`src/rtl/seg7_pkg.sv`:
```
// rtl/seg7_pkg.sv - scan state type and hex-to-segment table for seg7_scan
package seg7_pkg;

    typedef enum logic {
        ST_BLANK = 1'b0,
        ST_SHOW  = 1'b1
    } scan_state_e;

    // Segment bits are {g,f,e,d,c,b,a}, active-high; entry n is the glyph for hex n.
    localparam logic [15:0][6:0] HEX_SEG = {
        7'h71, 7'h79, 7'h5E, 7'h39, 7'h7C, 7'h77, 7'h6F, 7'h7F,
        7'h07, 7'h7D, 7'h6D, 7'h66, 7'h4F, 7'h5B, 7'h06, 7'h3F
    };

endpackage

```
`src/rtl/seg7_hex_dec.sv`:
```
// rtl/seg7_hex_dec.sv - combinational hex nibble to seven-segment decoder
module seg7_hex_dec
    import seg7_pkg::*;
(
    input  logic [3:0] nibble_i,
    output logic [6:0] seg_o
);

    assign seg_o = HEX_SEG[nibble_i];

endmodule

```
`src/rtl/seg7_scan.sv`:
```
// rtl/seg7_scan.sv - 4-digit multiplexed seven-segment scanner with frame-aligned updates
module seg7_scan
    import seg7_pkg::*;
#(
    parameter int SHOW_CYC  = 50000,
    parameter int BLANK_CYC = 500
) (
    input  logic        clk,
    input  logic        rst_n,
    input  logic [15:0] value,
    input  logic [3:0]  mask,
    input  logic        load,
    output logic [6:0]  d7seg,
    output logic        dig1,
    output logic        dig2,
    output logic        dig3,
    output logic        dig4,
    output logic        frame,
    output logic        upd_pending
);

    localparam int MAX_CYC = (SHOW_CYC > BLANK_CYC) ? SHOW_CYC : BLANK_CYC;
    localparam int CW      = (MAX_CYC > 1) ? $clog2(MAX_CYC) : 1;
    localparam logic [CW-1:0] SHOW_LAST  = CW'(SHOW_CYC - 1);
    localparam logic [CW-1:0] BLANK_LAST = CW'(BLANK_CYC - 1);

    scan_state_e  state_q;
    logic [1:0]   idx_q;
    logic [CW-1:0] cnt_q;
    logic [15:0]  shadow_val_q;
    logic [3:0]   shadow_mask_q;
    logic [15:0]  pend_val_q;
    logic [3:0]   pend_mask_q;
    logic         pend_flag_q;
    logic         first_q;
    logic         frame_q;

    logic         show_end;
    logic         blank_end;
    logic         boundary;
    logic [6:0]   dec_seg;

    assign show_end  = (state_q == ST_SHOW)  && (cnt_q == SHOW_LAST);
    assign blank_end = (state_q == ST_BLANK) && (cnt_q == BLANK_LAST);
    // Updates only land between frames, plus once at the very first scan after reset.
    assign boundary  = (show_end && (idx_q == 2'd3)) || (blank_end && first_q);

    always_ff @(posedge clk or negedge rst_n) begin
        if (!rst_n) begin
            state_q       <= ST_BLANK;
            idx_q         <= 2'd0;
            cnt_q         <= '0;
            shadow_val_q  <= 16'd0;
            shadow_mask_q <= 4'b1111;
            pend_val_q    <= 16'd0;
            pend_mask_q   <= 4'd0;
            pend_flag_q   <= 1'b0;
            first_q       <= 1'b1;
            frame_q       <= 1'b0;
        end else begin
            frame_q <= 1'b0;
            case (state_q)
                ST_BLANK: begin
                    if (blank_end) begin
                        state_q <= ST_SHOW;
                        cnt_q   <= '0;
                        first_q <= 1'b0;
                        frame_q <= (idx_q == 2'd0);
                    end else begin
                        cnt_q <= cnt_q + CW'(1);
                    end
                end
                default: begin
                    if (show_end) begin
                        state_q <= ST_BLANK;
                        cnt_q   <= '0;
                        idx_q   <= idx_q + 2'd1;
                    end else begin
                        cnt_q <= cnt_q + CW'(1);
                    end
                end
            endcase

            if (boundary && pend_flag_q) begin
                shadow_val_q  <= pend_val_q;
                shadow_mask_q <= pend_mask_q;
            end

            // A load on the applying edge overwrites pending and keeps the flag set.
            if (load) begin
                pend_val_q  <= value;
                pend_mask_q <= mask;
                pend_flag_q <= 1'b1;
            end else if (boundary && pend_flag_q) begin
                pend_flag_q <= 1'b0;
            end
        end
    end

    seg7_hex_dec u_dec (
        .nibble_i (shadow_val_q[{idx_q, 2'b00} +: 4]),
        .seg_o    (dec_seg)
    );

    assign d7seg       = ((state_q == ST_SHOW) && !shadow_mask_q[idx_q]) ? dec_seg : 7'd0;
    assign dig1        = (state_q == ST_SHOW) && (idx_q == 2'd0);
    assign dig2        = (state_q == ST_SHOW) && (idx_q == 2'd1);
    assign dig3        = (state_q == ST_SHOW) && (idx_q == 2'd2);
    assign dig4        = (state_q == ST_SHOW) && (idx_q == 2'd3);
    assign frame       = frame_q;
    assign upd_pending = pend_flag_q;

endmodule

```
`config.mk`:
```
export PLATFORM = sky130hd
export DESIGN_NAME = seg7_scan
export DESIGN_NICKNAME = d
export VERILOG_FILES = /design/src/rtl/seg7_pkg.sv /design/src/rtl/seg7_hex_dec.sv /design/src/rtl/seg7_scan.sv
export SDC_FILE = /design/constraint.sdc
export NUM_CORES = 1
export LEC_CHECK = 0
export CAP_MARGIN = 20
export CELL_PAD_IN_SITES_DETAIL_PLACEMENT = 1
export CELL_PAD_IN_SITES_GLOBAL_PLACEMENT = 1
export CORE_ASPECT_RATIO = 0.75
export CORE_MARGIN = 1
export CORE_UTILIZATION = 51
export DETAILED_ROUTE_END_ITERATION = 10
export DONT_BUFFER_PORTS = 1
export PLACE_DENSITY_LB_ADDON = 0.1
export SETUP_SLACK_MARGIN = 0.5
export SLEW_MARGIN = 20
export SYNTH_ARGS = -nofsm -noshare
export SYNTH_HDL_FRONTEND = slang
export SYNTH_HIERARCHICAL = 1
export SYNTH_SLANG_ARGS = --single-unit
```
`constraint.sdc`:
```
create_clock -name clk -period 3.3 [get_ports clk]
set_clock_uncertainty 0.05 [all_clocks]
set_input_delay 0.33 -clock clk [delete_from_list [all_inputs] [get_ports clk]]
set_output_delay 0.33 -clock clk [all_outputs]
set_load 0.02 [all_outputs]
```
Yosys cells after proc, flatten, opt, wreduce, memory -nomap -nowiden
Memories as Yosys holds them, arrays and structs flattened.
Cells that the tools add are included.
- order comparisons: 2
- mux-type cells: 14
- shift operators: 1
- $add $sub $neg: 2
- reductions and logical operators: 16
- bitwise gates (word level): 1
- equal/unequal tests: 5
- operators with widths (kind ; number):
    $mux 16 ; 3
    $add 16x1->16 const B ; 1
    $eq 16x16->1 const B ; 1
    $eq 16x9->1 const B ; 1
    $shiftx 16x5->4 ; 1
    $mux 7 ; 2
    $logic_and 1x1->1 ; 10
    $mux 1 ; 8
    $lt 4x5->1 const B ; 1
    $eq 2x2->1 const B ; 2
    $reduce_and 2->1 ; 2
    $lt 2x3->1 const B ; 1
    $add 2x1->2 const B ; 1
    $bmux 1 s2 ; 1
    $eq 2x1->1 const B ; 1
    $logic_not 2->1 ; 1
    $reduce_bool 2->1 ; 1
    $logic_not 1->1 ; 1
    $logic_or 1x1->1 ; 1
    $not 1->1 ; 1
- bits of input ports: 23
- memories: 1
- word-level logic and storage cells: 52
- memory bits (read-only): 112
- register bits after elaboration: 62
- output and inout port bits: 13
- memory list (memory ; words ; width ; rd ports ; clocked after Yosys merged registers in ; wr ports ; line ; RTL):
    (name not given) ; 16 ; 7 ; 1 ; 0 ; 0 ; seg7_hex_dec.sv:9 ; assign seg_o = HEX_SEG[nibble_i];

Logic depth before layout (Yosys ltp)
- depth in word-level cells: 7
- mapped depth: 7
- mapped depth without buffers: 6

Modules after synthesis
The synthesis kept the hierarchy.
- by module, submodules not included (module ; seq. area each (µm²) ; area each (µm²) ; cells each ; times used):
    seg7_scan ; 1557.7 ; 2781.4 ; 206 ; 1
    seg7_hex_dec ; 0.0 ; 287.8 ; 33 ; 1

Least setup slack after synthesis
No wires, ideal clock.
- kind: reg-to-output
- start: reg idx_q[0]
- end: out d7seg[3]
- cell stages (with the launch flop): 8
- data required time: 2.920 ns
- data arrival time: 2.180 ns
- buffers on the path: 1
- path slack: 0.740 ns
- cell sequence: dfrtp_1 -> buf_2 -> mux4_2 -> inv_1 -> ha_1 -> inv_1 -> mux4_1 -> and2_1
- elaborated cells between the ends (all ways): 8
- classes of those cells: shift: 1; mux: 4; reduce/logical: 2; memory: 1
- RTL lines (what ; line ; RTL):
    from (decl) ; seg7_scan.sv:28 ; logic [1:0] idx_q;
    from (signal assigned) ; seg7_scan.sv:77 ; idx_q <= idx_q + 2'd1;
    $shiftx 16x5->4 ; seg7_scan.sv:101 ; .nibble_i (shadow_val_q[{idx_q, 2'b00} +: 4]),
    $mem_v2 16x7 ; - ;
    $mux 7 (implied by the code) ; seg7_hex_dec.sv:9 ;
    via dec_seg[3] ; seg7_scan.sv:41 ; logic [6:0] dec_seg;
    $mux 7 ; seg7_scan.sv:105 ; assign d7seg = ((state_q == ST_SHOW) && !shadow_mask_q[idx_q]) ? dec_seg : 7'd0;
    to (decl) ; seg7_scan.sv:13 ; output logic [6:0] d7seg,
The timed path passes the listed nets, and every way through them passes these cells. The select of a mux whose other input is x is not followed.

Worst setup path in the final report
- start: reg idx_q[0]
- end: out d7seg[6]
Same word-level chain as after synthesis.

==> results summary <==
Yosys mapped a number of flops with a built-in enable equal to 0. The final critical delay including setup and external delays is 2.72 ns. The count of input and output buffers is 0.

The cell with the largest stage delay on the worst path is mux4_2. The category of the worst setup path capture point is an output pin. The post-synth design cell area came out at 3070 um^2.

The class of the most critical hold timing path is input port to flop. The multi-input logic area is 1430 um^2. The final-stage net count is 280. The power per cell area is 470 nW/um^2. The hold-critical path depth came out at 1.

The final-report max-slew violation count came to 0. The share of the synthesized netlist area taken by xor and xnor gates came out at 0.0371. The power share of the sequential group came out at 0.500. Ranked by total cell area, the synthesized netlist is headed by dfrtp_1, mux2_2, ha_1, dfstp_2, mux4_2.

The clock transition time at the flip-flop clock pins of the worst setup and hold paths came out at 0.07 ns. For flop-to-flop paths, the worst setup slack is 0.89 ns. The average wire length per cell after detail routing came out at 19.6 um. The average cell area after synthesis came out at 12.8 um^2. After synthesis, the most frequently instantiated cells are dfrtp_1, mux2_2, nor2_1. The worst path required time is 2.92 ns.

The full die area came out at 6340 um^2. For this run, design rule violations remaining after detail routing come to 0. The number of buffers created by CTS is 9. The via density per instance came out at 5.70. The tree is rooted in a clkbuf_8. Among all cell types in the netlist, the one instantiated most often is dfrtp_1.

The total overflow left after global routing is 0. In this run the vertical extent of the chip is 69.2 um. The wire length after detailed routing came out at 6430 um.

The remaining max-slew budget at the tightest pin came out at 0.629. The met2 layer usage reported by global route is 0.344. The detailed router finished its first iteration with 77 violations. The net count after synthesis is 274. The flop and latch count out of synthesis came out at 62. The hold violation total from the final report is 0.

The global-route wire length before repair is 10700 um. The number of antenna diodes in the final layout is 0. The total instance count after detailed placement is 308. The half-perimeter wire length after detailed placement is 4440 um. The flow ran to the end, and the final reports show no timing, DRC or antenna violations. The final number of setup-violating endpoints came out at 0. In this run the critical register-to-register path is captured at shadow_val_q[10]. The area fraction in compound gates after synthesis is 0.0342. The maximum vdd ir drop is 0.332 mV.

The die outline width is 91.6 um. The fraction of synthesized area in multiplexers is 0.213. The met3 capacity usage during global routing is 0.0724. The core region is 5800 um^2. The portion of total power attributed to combinational logic came out at 0.029.

The area added between synthesis and finish came out at 11.0%. Of the synthesized area, sequential elements account for 0.508. In the synthesized netlist the async set-or-reset flop fraction comes to 1.00.

The number of filler cells placed in the layout came out at 579. The clock latency reported for the late side of the worst-skew pair is 0.34 ns. In this run the critical register-to-register path is launched from cnt_q[0]. Entering global routing, the biggest net connects 63 pins.

The startpoint identified for the worst hold timing path is load. Summing internal, switching and leakage power gives 1.60 mW. The part of the cycle the worst path needs is 0.825. In this run the core area contains 24 standard-cell rows. The count of warnings emitted by yosys is 6. The total via count in the routed design came out at 1869.

The number of maximum-capacitance constraint violations is 0. For hold timing, the worst endpoint is upd_pending. Setup repair after global routing could not meet its margin everywhere. In this run the number of H-tree levels came out at 3. The highest net fanout along the worst path is 14. The gate count of the mapped netlist came out at 239.

The initial antenna violation count came out at 0. The length in cells of the worst reg-to-reg path came out at 5. The area share of the largest cell type after synthesis is 0.465. The remaining number of nets flagged by the antenna check after routing is 0. The via count of the first global-routing pass was 2045. Registers take 1560 um^2. For this configuration, the core starts out at a cell density of 0.530.

The post-synthesis share of cell area spent on and, or, nand and nor gates came out at 0.124. The summed area of non-filler cells in the final layout came out at 3410 um^2. The internal power summed over all cells came out at 1.28 mW. Summed over all instances, the cell type with the most area after synthesis is dfrtp_1. In the final layout, the share of cells above drive strength 1 is 0.348. The weighted congestion reported at the end of routability-driven placement came out at 0.845.

The number of unique standard cell types used by synthesis is 41. Once layout is complete, the utilization of the core stands at 0.588. The share of total power dissipated in the clock network is 0.470.

The dominant combinational cell family by area after synthesis is multiplexers. The endpoint arrival time on the critical path came out at 2.34 ns. The iteration count of the initial detailed-routing pass came out at 4. The I/O pin count is 36. The routing layer with the top usage in global route is met2.

The total cell area at the placement stage came out at 3100 um^2. The maximum clock frequency is 367 MHz. The setup total negative slack is 0 ns.

The leakage dissipation came out at 1.47 nW. For this design, the sink count on the clock tree is 62. The met1 layer usage reported by global route is 0.311. After the flow finishes, the layout carries non-filler instances totaling 328. TritonCTS built the clock tree.

The delay of the slowest critical-path stage came out at 0.70 ns. The slew at the pin closest to its max-slew limit is 0.557 ns. The total track usage is 0.227. The worst setup path is of the flop to output pin kind. The signal on the critical path passes through buf_4 -> mux4_2 -> mux2_2 -> a21oi_1 -> and2_4. The maximum count of clock buffers along a single path came out at 2. The switching part of the total is 0.201. STA classifies the critical path startpoint as a flop. For this run, the leading register cell type out of synthesis is dfrtp_1. The analysis attributes to net switching a power of 0.322 mW.

The fraction of the mapped netlist area in adder cells came out at 0.0489.
==> worst max-delay path: cells and delay by family (launching register included) <==
family,cells,cell delay [ns]
multiplexers,2,1.04
flip-flops,1,0.40
AND/OR/NAND/NOR,1,0.19
buffers and inverters,1,0.20
AO/OA/AOI/OAI,1,0.17
==> sequential cells by signal, summed over array words and instances, names as in the netlist <==
signal         count
shadow_val_q      16
frame              1
cnt_q             16
upd_pending        1
pend_mask_q        4
idx_q              2
shadow_mask_q      4
first_q            1
pend_val_q        16
state_q            1
==> cell families after synthesis <==
| logic type | after synthesis |
|---|---|
| and+or+nand+nor | 67 |
| DFF | 62 |
| muxes | 52 |
| buffers and inverters | 19 |
| AOI/OAI and AO/OA | 14 |
| xor gates and xnor gates | 13 |
| adders and majority gates | 12 |
==> layer usage <==
metal  up-vias  routed length, um  share of wire
li1        858                  -              -
met1       965               3110           0.48
met2        37               2990           0.46
met3         9                249          0.039
met4         0                 87          0.014
met5         -                  0              0
==> per-stage QoR <==
stage / hold WS (ns) / setup slack, ns
5_1_grt: 0.0370 / 0.466
3_3_place_gp: -0.0137 / 0.874
3_5_place_dp: -0.0125 / 0.760
6_report: 0.0586 / 0.577
4_1_cts: 0.0439 / 0.491
2_1_floorplan: -0.0156 / 0.740
==> repair_timing <==
item | in CTS | in global routing
hold buffers | 2 | 0
resized for setup | 3 | 11
setup endpoints to repair | 1 | 3
cloned | 0 | 0
setup buffers | 2 | 0
endpoints found under the hold margin | 62 | 0
==> how the worst max path moves through the flow <==
stage	end	slack, ns	start	depth (start not counted)
2_1_floorplan	d7seg[3]	0.74	idx_q[0]	7
3_3_place_gp	d7seg[3]	0.87	idx_q[0]	6
3_5_place_dp	d7seg[3]	0.76	idx_q[0]	6
4_1_cts	d7seg[6]	0.49	idx_q[0]	6
5_1_grt	d7seg[5]	0.47	idx_q[0]	5
6_report	d7seg[6]	0.58	idx_q[0]	5
==> final cells by class <==
class	instances	share of cell area
Inverter	9	0.0106
Multi-Input combinational cell	158	0.419
Tap cell	78	0.0286
Sequential cell	62	0.458
Timing Repair Buffer	5	0.0176
Clock buffer	13	0.0466
Clock inverter	3	0.0198
==> placed cells by master (no fill, tap or decap), types with 2 or more instances in the layout <==
master and instances:
and2_1 9, nor2_1 13, xor2_1 8, dfstp_2 5, nor2b_1 2, xnor2_1 5, dfrtp_1 55, clkbuf_1 2
bufinv_16 2, and2_4 3, mux4_2 5, a21oi_1 5, ha_1 10, nor3_1 4, clkbuf_8 11, o31ai_1 2
buf_4 3, nor4b_1 3, nand2_1 10, and4_4 2, or4_1 2, dfrtp_2 2, nand3_1 6, mux2i_1 2
nor4_1 2, inv_1 7, and4_1 2, nand4_1 3, mux2_2 43
==> power by group through the flow <==
stage | Sequential, mW | Combinational (mW) | Clock, mW
CTS | 0.801 | 0.0488 | 0.764
global route | 0.804 | 0.0536 | 0.798
global placement | 0.812 | 0.0267 | 0
floorplan | 0.806 | 0.0294 | 0
finish | 0.801 | 0.0470 | 0.753
detailed placement | 0.815 | 0.0290 | 0
Power figures use the tool's default switching activity.
